**src/rtl/serial_add_ctrl_pkg.sv**
```systemverilog
// Shared types for the bit-serial adder controller.
// Holds the FSM state encoding and a helper for sizing the bit counter.
package serial_add_ctrl_pkg;

    typedef enum logic [1:0] {
        S_IDLE = 2'd0,
        S_RUN  = 2'd1,
        S_LAST = 2'd2
    } state_t;

    // Bit-counter width needed to index WIDTH bit positions.
    function automatic int cnt_width(input int width);
        return (width <= 2) ? 1 : $clog2(width);
    endfunction

endpackage

```
**src/rtl/sync_FA.sv**
```systemverilog
// One-bit full adder with registered sum and carry outputs.
// It has no reset: the controller never consumes its output before writing it.
module sync_FA (
    input  logic clk,
    input  logic a,
    input  logic b,
    input  logic cin,
    output logic sum,
    output logic cout
);

    // Register the sum and carry of the current bit.
    always_ff @(posedge clk) begin
        sum  <= a ^ b ^ cin;
        cout <= (a & b) | (cin & (a ^ b));
    end

endmodule

```
**src/rtl/serial_add_ctrl.sv**
```systemverilog
// Bit-serial WIDTH-bit adder: feeds one sync_FA LSB first, loops its carry back
// and deserialises the registered sum bits into a held result.
module serial_add_ctrl
    import serial_add_ctrl_pkg::*;
#(
    parameter int WIDTH = 8
) (
    input  logic             clk,
    input  logic             rst_n,
    input  logic             start,
    input  logic [WIDTH-1:0] op_a,
    input  logic [WIDTH-1:0] op_b,
    input  logic             cin_in,
    output logic             busy,
    output logic             done,
    output logic [WIDTH-1:0] result,
    output logic             cout_out
);

    localparam int CNT_W = cnt_width(WIDTH);
    localparam logic [CNT_W-1:0] CNT_LAST = CNT_W'(WIDTH - 1);
    localparam logic [CNT_W-1:0] CNT_ZERO = {CNT_W{1'b0}};

    state_t           state_r;
    state_t           state_nxt_s;
    logic [WIDTH-1:0] sa_r;
    logic [WIDTH-1:0] sb_r;
    logic             c0_r;
    logic [CNT_W-1:0] cnt_r;
    // Bit 0 of a full-width accumulator would never be read, so it is dropped.
    logic [WIDTH-2:0] acc_r;

    logic             load_s;
    logic             step_s;
    logic             finish_s;
    logic             fa_cin_s;
    logic             fa_sum_s;
    logic             fa_cout_s;

    // Bit 0 takes the latched carry-in, so the stale FA carry is never used.
    assign fa_cin_s = (cnt_r == CNT_ZERO) ? c0_r : fa_cout_s;

    sync_FA u_fa (
        .clk  (clk),
        .a    (sa_r[0]),
        .b    (sb_r[0]),
        .cin  (fa_cin_s),
        .sum  (fa_sum_s),
        .cout (fa_cout_s)
    );

    // Next-state and per-cycle datapath enables.
    always_comb begin
        state_nxt_s = state_r;
        load_s      = 1'b0;
        step_s      = 1'b0;
        finish_s    = 1'b0;
        case (state_r)
            S_IDLE: begin
                if (start) begin
                    load_s      = 1'b1;
                    state_nxt_s = S_RUN;
                end else begin
                    state_nxt_s = S_IDLE;
                end
            end
            S_RUN: begin
                step_s = 1'b1;
                if (cnt_r == CNT_LAST) begin
                    state_nxt_s = S_LAST;
                end else begin
                    state_nxt_s = S_RUN;
                end
            end
            S_LAST: begin
                finish_s    = 1'b1;
                state_nxt_s = S_IDLE;
            end
            default: begin
                state_nxt_s = S_IDLE;
            end
        endcase
    end

    // State, operand shifters, accumulator and output registers.
    always_ff @(posedge clk) begin
        if (!rst_n) begin
            state_r  <= S_IDLE;
            sa_r     <= {WIDTH{1'b0}};
            sb_r     <= {WIDTH{1'b0}};
            c0_r     <= 1'b0;
            cnt_r    <= CNT_ZERO;
            acc_r    <= {(WIDTH-1){1'b0}};
            busy     <= 1'b0;
            done     <= 1'b0;
            result   <= {WIDTH{1'b0}};
            cout_out <= 1'b0;
        end else begin
            state_r <= state_nxt_s;
            done    <= finish_s;
            if (load_s) begin
                sa_r  <= op_a;
                sb_r  <= op_b;
                c0_r  <= cin_in;
                cnt_r <= CNT_ZERO;
                busy  <= 1'b1;
            end else if (step_s) begin
                sa_r  <= sa_r >> 1;
                sb_r  <= sb_r >> 1;
                cnt_r <= cnt_r + 1'b1;
                // The FA output lags one cycle, so bit k-1 arrives during step k.
                if (cnt_r != CNT_ZERO) begin
                    acc_r <= (acc_r >> 1) | ((WIDTH-1)'(fa_sum_s) << (WIDTH - 2));
                end
            end else if (finish_s) begin
                result   <= {fa_sum_s, acc_r};
                cout_out <= fa_cout_s;
                busy     <= 1'b0;
            end
        end
    end

endmodule
```
**config.mk**
```make
export PLATFORM = sky130hd
export DESIGN_NAME = serial_add_ctrl
export DESIGN_NICKNAME = d
export VERILOG_FILES = /design/src/rtl/serial_add_ctrl_pkg.sv /design/src/rtl/sync_FA.sv /design/src/rtl/serial_add_ctrl.sv
export SDC_FILE = /design/constraint.sdc
export NUM_CORES = 1
export LEC_CHECK = 0
export CAP_MARGIN = 10
export CORE_MARGIN = 2
export CORE_UTILIZATION = 28
export CTS_CLUSTER_DIAMETER = 40
export DETAILED_ROUTE_END_ITERATION = 10
export DONT_BUFFER_PORTS = 1
export GPL_TIMING_DRIVEN = 1
export PLACE_DENSITY = 0.54
export SYNTH_ARGS = -nofsm -noshare
export SYNTH_HDL_FRONTEND = slang
export SYNTH_SLANG_ARGS = --single-unit
```
**constraint.sdc**
```tcl
create_clock -name clk -period 1.6 [get_ports clk]
set_input_delay 0.32 -clock clk [delete_from_list [all_inputs] [get_ports clk]]
set_output_delay 0.32 -clock clk [all_outputs]
set_load 0.005 [all_outputs]
```
Word-level counts from Yosys, hierarchy flattened
Index checks and enable logic that the tools add are counted.

Add/sub/neg operators: 1. Equal/unequal tests: 4. Multiplexer cells: 15. Bitwise logic cells: 9. Reductions and logical operators: 9.

Operator list (count): 2-to-1 mux 8 bit (4); 2-to-1 mux 1 bit (9); bitwise OR 6 x 7 -> 7 bit (1); AND reduction 3 bit (2); one-hot mux 2 bit (2 select lines) (1); nonzero test 2 bit (2); adder 3 x 1 -> 3 bit (second input constant) (1); == test 3 bit (second input constant) (1); zero test 3 bit (1); NOT 1 bit (3); nonzero test 3 bit (1); bitwise AND 1 bit (2); == test 2 x 1 -> 1 bit (second input constant) (1); == test 2 bit (second input constant) (1); zero test 2 bit (1); 2-to-1 mux 2 bit (1); != test 2 bit (second input constant) (1); AND reduction 2 bit (1); OR reduction 2 bit (1); XOR 1 bit (2); bitwise OR 1 bit (1).

Bits in registers: 42. Output and inout port bits: 11. Word-level logic and storage cells: 50.

Logic depth before layout (Yosys ltp)
Gate-level depths: netlist of the first run.

Depth in word-level cells: 5. Mapped depth: 7.

Cells and area by module
Synthesis of the first run repeated with hierarchy kept, for this count alone.

Cell total of the unflattened synthesis: 205. Area total of the unflattened synthesis: 1740.4 um^2.

Modules (own cells, without submodules): serial_add_ctrl (times used 1, cells each 202, area an instance 1680.4 um^2); sync_FA (times used 1, cells each 3, area an instance 60.1 um^2).

Worst setup path before layout of the first run
No wires, ideal clock.

Kind: register -> register. Start point: register cnt_r[0]. End point: register u_fa.sum. Library setup time: 0.057 ns. Arrival time: 1.583 ns. Required time: 1.543 ns. Setup slack: -0.041 ns. Cell stages (with the launch flop): 8. Path buffers: 1. Clock period less this slack: 1.641 ns. Cell sequence: dfxtp_1 inv_1 ha_1 nand2b_1 clkbuf_1 mux2i_1 fa_1 inv_1.

Word-level cells in the longest chain between the ends: 3.

RTL lines: start: declaration (RTL line serial_add_ctrl.sv:29) `logic [CNT_W-1:0] cnt_r;`; start signal: assignment (RTL line serial_add_ctrl.sv:110) `cnt_r <= cnt_r + 1'b1;`; zero test 3 bit (RTL line serial_add_ctrl.sv:41) `assign fa_cin_s = (cnt_r == CNT_ZERO) ? c0_r : fa_cout_s;`; 2-to-1 mux 1 bit (RTL line serial_add_ctrl.sv:41); XOR 1 bit (RTL line sync_FA.sv:14) `sum <= a ^ b ^ cin;`; end signal: assignment (RTL line sync_FA.sv:14); end: declaration (RTL line sync_FA.sv:8) `output logic sum,`.

No other way between the ends. A chain may end at the register's enable or synchronous reset.

Worst setup path after layout of the first run
Start point: register cnt_r[1]. End point: register u_fa.sum.

The elaborated chain is that of the path after synthesis.

==> results of run 1 <==
layer usage:
metal	part of all wire, %	vias up	GRT usage, %
met3	5.5	7	3.48
met1	49	596	13.0
li1	-	688	-
met4	1.8	0	4.47
met5	0	-	0
met2	43	30	17.1
repair_timing:
item | 4_1_cts | 5_1_grt
endpoints found under the setup margin | 0 | 1
hold buffers | 0 | 0
gates resized for setup | 0 | 1
cell type report:
| cell class | count | area [um^2] | share of cell area [%] |
|---|---|---|---|
| Clock buffer | 6 | 82.6 | 4.26 |
| Clock inverter | 1 | 30.0 | 1.55 |
| Inverter | 7 | 26.3 | 1.36 |
| Multi-Input combinational cell | 142 | 798 | 41.2 |
| Sequential cell | 42 | 842 | 43.4 |
| Tap cell | 75 | 93.8 | 4.84 |
| Timing Repair Buffer | 7 | 65.1 | 3.36 |
Yosys cell counts (4+ instances only):
library cell | count | area share [%]
dfxtp_1 | 42 | 48
nand2_1 | 40 | 8.6
a21oi_1 | 27 | 7.7
a21boi_0 | 18 | 7.7
o21ai_0 | 11 | 3.1
clkbuf_1 | 9 | 1.9
nand3_1 | 9 | 2.6
inv_1 | 7 | 1.5
o21ai_1 | 7 | 2.0
nor2_1 | 6 | 1.3
buf_2 | 4 | 1.1
per-stage QoR:
stage | hold slack [ps] | util, % | power (W) | instance area (um^2) | setup slack [ps]
final | 149 | 32.4 | 0.00217 | 1940 | 133
after global placement | 436 | 30.5 | 0.00135 | 1820 | 160
after floorplan | 429 | - | 0.00131 | 1750 | 52.6
after detailed placement | 437 | 30.5 | 0.00135 | 1820 | 104
after global routing | 129 | 32.4 | 0.00229 | 1940 | 26.1
after CTS | 131 | 32.3 | 0.00220 | 1940 | 92.9
critical path, stage by stage, from the launching register on:
cell and delay, ps:
dfxtp_1 360, inv_1 50, ha_1 180, nand2b_1 100, mux2i_1 230, fa_1 440, inv_1 60
power by group:
part / total [W] / switching, W / internal, W
combinational: 0.000196 / 0.000110 / 0.0000863
sequential: 0.00113 / 0.0000268 / 0.00110
clock: 0.000848 / 0.000349 / 0.000499
registers in the layout (all words and copies together) (netlist names), 2 cells and up:
signal,cells
state_r,2
sa_r,8
result,8
sb_r,8
cnt_r,3
acc_r,7
worst max path at each step:
stage / startpoint / cells after the start / slack (ps) / to
finish: cnt_r[1]$_SDFFE_PP0N_ / 6 / 130 / u_fa.sum$_DFF_P_
CTS: cnt_r[0]$_SDFFE_PP0N_ / 6 / 90 / u_fa.sum$_DFF_P_
global placement: cnt_r[0]$_SDFFE_PP0N_ / 6 / 160 / u_fa.sum$_DFF_P_
floorplan: cnt_r[0]$_SDFFE_PP0N_ / 7 / 50 / u_fa.sum$_DFF_P_
detailed placement: cnt_r[0]$_SDFFE_PP0N_ / 6 / 100 / u_fa.sum$_DFF_P_
global route: cnt_r[0]$_SDFFE_PP0N_ / 6 / 30 / u_fa.sum$_DFF_P_
logic make-up after synthesis:
| family | Yosys count | share of synthesized area (%) |
|---|---|---|
| AOI/OAI and AO/OA | 70 | 24.3 |
| and+or+nand+nor | 66 | 16.9 |
| DFF | 42 | 48.0 |
| buffers and inverters | 23 | 6.50 |
| adders and majority gates | 4 | 3.28 |
| xor gates and xnor gates | 1 | 0.500 |
| muxes | 1 | 0.571 |
==> flow_summary.toml, run 1 <==
[synth]
synth_seq_area_share_pct = 48.0
syn-num-nets = 231
yosysWarningCount = 0
synth-seq-cells = 42
synth_edf_count = 0
syn_avg_cell_area_um2 = 8.47
yosysUniqueCellTypes = 27
synth_flop_cell = "dfxtp_1"
syn_area_um2 = 1750
postSynthCellCount = 207
synth-async-reset-ratio_pct = 0

[setup_path]
r2r_setup_slack_ps = 130
criticalPathCategory = "reg2reg"
cp-end-kind = "register"
regToRegStartpoint = "cnt_r[1]$_SDFFE_PP0N_"
r2r_cells = 6
cp.required_ps = 1840
crit_fanout = 3
critPathLaunchType = "register"
reg2reg_to = "u_fa.sum$_DFF_P_"
crit_arrival_ps = 1710

[hold_path]
hp-class = "in2reg"
worst_hold_startpoint = "rst_n"
hold_end = "sa_r[2]$_SDFFE_PN0P_"
whs_path_depth = 2

[sta]
period_minus_slack_ps = 1470
fin_tns_setup_ps = 0
max_freq_mhz = 682
rsz0062_at_grt = "no"
finalSetupViolCount = 0
tightestPinTransition_ps = 604
finalCritPeriodShare_pct = 91.7
slew_viol_final = 0
hold_viol = 0
finClkSkew_ps = 4.62
relSlewSlack_pct = 59.7

[die]
core_um2 = 5990
start_util_pct = 29.3
die_w_um = 83.1
fp.dieH_um = 83.1
num_rows = 28
die_area_um2 = 6910
pin_count = 31

[cts]
clock_path_buffers = 2
clkTransAtPathRegs_ps = 80
clk-insertion-delay-late_ps = 290
cts.sinks = 42
numCtsBuffers = 5
cts_setup_buffers = 0
root_buffer = "clkbuf_8"
cts_max_level = 2
cts_tree = "yes"

[run_status]
status = "complete, no violations"

[final_layout]
layout.cells.most_common_list = "dfxtp_1, nand2_1, a21oi_1, a21boi_0, o21ai_0"
area_growth_pct = 10.6
fin_cells = 280
antenna_cells = 0
final_common_cell = "dfxtp_1"
nFillCells = 645
drive_above_1_share_pct = 9.76
finalNetCount = 229

[route]
routedWlPerCell_um = 12.0
routed-via-count = 1321
ant_nets = 0
wl_um = 3370
dr.pass1.iters = 4
drtIter0Drc = 50
drc_errors = 0
via_per_inst = 4.72

[global_routing]
grt_overflow = 0
grt_max_degree = 39
antenna_found_initial = 0
grt_use_total_pct = 10.6
first_global_vias = 1286
grt_pass1_wl_um = 5990

[place]
dp_cells = 273
place_congestion = 0.714
numPortBuffers = 0
dp_hpwl_um = 2200

[run]
cap_viol_max_count = 0

[pwr]
p_per_area_nw_per_um2 = 1120
p_leak_nw = 0.697
peakVddDrop_uv = 433
Note: power is estimated with default switching activity, not from simulation.
==> inputs of run 2 (changes only) <==
--- a/config.mk
+++ b/config.mk
@@ -13,6 +13,7 @@
 export DONT_BUFFER_PORTS = 1
 export GPL_TIMING_DRIVEN = 1
 export PLACE_DENSITY = 0.54
+export REMOVE_ABC_BUFFERS = 1
 export SYNTH_ARGS = -nofsm -noshare
 export SYNTH_HDL_FRONTEND = slang
 export SYNTH_SLANG_ARGS = --single-unit
==> run 2 against run 1 <==
  * Critical path depth unchanged
  * Combinational power is 4% lower
  * Sequential power about the same
  * Count of clock-buffer cells in the layout did not move
  * Largest cell class unchanged
  * Worst hold slack got worse by 8.1 ps
  * Worst setup slack improved by 3.0 ps
  * Maximum frequency increased by 0.20%
  * Non-clock buffer count stayed put
==> flow_summary.toml, run 2 (same netlist as run 1, synthesis figures left out) <==
[setup_path]
startpoint = "cnt_r[0]$_SDFFE_PP0N_"
reg2reg_to = "u_fa.sum$_DFF_P_"
worstPathCellList = "inv_1, ha_1, nand2b_1, mux2i_1, fa_1, inv_1"
r2r_cells = 6
cpPeakStageDelay_ps = 430
crit_top_cell = "inv_1"
cp_num_cells = 6
regToRegStartpoint = "cnt_r[0]$_SDFFE_PP0N_"
criticalPathCategory = "reg2reg"
cp.required_ps = 1850
cp-end-kind = "register"
r2r_setup_slack_ps = 140
crit_fanout = 3
critPathTopFamily = "adder cells"
critPathCapture = "u_fa.sum$_DFF_P_"
critPathLaunchType = "register"
cpMaxStageDelayCell = "fa_1"
crit_arrival_ps = 1710
crit_buf_inv = 2

[die]
core_um2 = 5990
die_w_um = 83.1
fp.dieH_um = 83.1
start_util_pct = 29.3
num_rows = 28
die_area_um2 = 6910
pin_count = 31

[route]
dr.pass1.iters = 4
routedWlPerCell_um = 12.3
ant_nets = 0
drc_errors = 0
wl_um = 3470
routed-via-count = 1296
drtIter0Drc = 73
via_per_inst = 4.61

[final_layout]
layout.cells.most_common_list = "dfxtp_1, nand2_1, a21oi_1, a21boi_0, o21ai_0"
nFillCells = 631
fin_cells = 281
drive_above_1_share_pct = 9.71
antenna_cells = 0
reg_top3 = "result (8), sa_r (8), sb_r (8)"
area_growth_pct = 8.78
final_util_pct = 31.8
finalNetCount = 229
final_common_cell = "dfxtp_1"

[hold_path]
whs_path_depth = 2
hp-class = "in2reg"

[global_routing]
grt_use_total_pct = 10.2
antenna_found_initial = 0
grt_max_degree = 39
first_global_vias = 1118
grt_pass1_wl_um = 5620
grt_overflow = 0

[sta]
rsz0062_at_grt = "no"
finClkSkew_ps = 12.1
relSlewSlack_pct = 59.9
tightestPinTransition_ps = 602
slew_viol_final = 0
max_freq_mhz = 683
fin_tns_setup_ps = 0
period_minus_slack_ps = 1460
finalCritPeriodShare_pct = 91.5
hold_viol = 0
finalSetupViolCount = 0
timing.hold.ws_ps = 141

[cts]
numCtsBuffers = 5
clock_path_buffers = 2
clk-insertion-delay-late_ps = 290
cts_setup_buffers = 0
clkTransAtPathRegs_ps = 90
root_buffer = "clkbuf_8"
cts.sinks = 42
hold_buffers = 0
cts_max_level = 2
ctsResizeCount = 0
cts_tree = "yes"

[pwr]
p_int_w = 0.00153
pwr-share-comb_pct = 9.3
power_frac_clock_pct = 35.1
swShare_pct = 24.8
p_leak_nw = 0.683
power_frac_seq_pct = 55.6
total_power_w = 0.00203
p_per_area_nw_per_um2 = 1060
peakVddDrop_uv = 488
net-switching-power_w = 0.000502

[place]
dp_cells = 273
dp_hpwl_um = 2230
numPortBuffers = 0
place_congestion = 0.717

[run]
cap_viol_max_count = 0

[run_status]
status = "complete, no violations"
-- run 2: cell count changes in the layout (fill, tap and decap cells not counted), sizes merged --
cell and delta:
clkinvlp +1, bufinv -1, clkinv +1
-- run 2: cell type report --
class / count / area (um^2) / share of cell area, %
Sequential cell: 42 / 841 / 44.1
Multi-Input combinational cell: 142 / 798 / 41.9
Tap cell: 75 / 93.8 / 4.92
Clock buffer: 6 / 82.6 / 4.33
Timing Repair Buffer: 7 / 52.6 / 2.76
Inverter: 7 / 26.3 / 1.38
Clock inverter: 2 / 12.5 / 0.656
-- run 2: how the worst min path moves through the flow --
| stage | slack [ps] | start | to |
|---|---|---|---|
| finish | 140 | rst_n | busy$_SDFFE_PN0P_ |
| global route | 130 | rst_n | busy$_SDFFE_PN0P_ |
| CTS | 120 | rst_n | busy$_SDFFE_PN0P_ |
| detailed placement | 440 | sa_r[3]$_SDFFE_PN0P_ | sa_r[2]$_SDFFE_PN0P_ |
| global placement | 440 | sa_r[3]$_SDFFE_PN0P_ | sa_r[2]$_SDFFE_PN0P_ |
| floorplan | 430 | sa_r[3]$_SDFFE_PN0P_ | sa_r[2]$_SDFFE_PN0P_ |
-- run 2: worst reg2reg max path, cell delays in order, from the launching register on --
cell and delay [ps]:
dfxtp_1 370, inv_1 60, ha_1 200, nand2b_1 100, mux2i_1 220, fa_1 430
inv_1 50
-- run 2: power by group through the flow --
stage | combinational [W] | clock (W) | sequential (W)
floorplan | 0.000139 | 0 | 0.00115
global placement | 0.000190 | 0 | 0.00115
detailed placement | 0.000190 | 0 | 0.00115
CTS | 0.000190 | 0.000748 | 0.00113
global route | 0.000216 | 0.000793 | 0.00114
finish | 0.000188 | 0.000712 | 0.00113
-- run 2: stage by stage --
step	worst slack [ps]	instance area [um^2]
floorplan	64.3	1670
global placement	159	1810
detailed placement	137	1810
CTS	116	1910
global route	10.8	1910
finish	136	1910
-- run 2: metal layers --
layer,wire length (um),track usage (%),vias up
li1,-,-,692
met1,1760,13.3,576
met2,1500,15.2,26
met3,182,3.98,2
met4,22,4.02,0
met5,0,0,-
==> inputs of run 3 (changes only) <==
--- a/config.mk
+++ b/config.mk
@@ -8,10 +8,9 @@
 export CAP_MARGIN = 10
 export CORE_MARGIN = 2
 export CORE_UTILIZATION = 28
-export CTS_CLUSTER_DIAMETER = 40
+export CTS_CLUSTER_DIAMETER = 50
 export DETAILED_ROUTE_END_ITERATION = 10
 export DONT_BUFFER_PORTS = 1
-export GPL_TIMING_DRIVEN = 1
 export PLACE_DENSITY = 0.54
 export REMOVE_ABC_BUFFERS = 1
 export SYNTH_ARGS = -nofsm -noshare
==> results of run 3 <==
Final layout, timing and power as in run 2 (identical DEF).
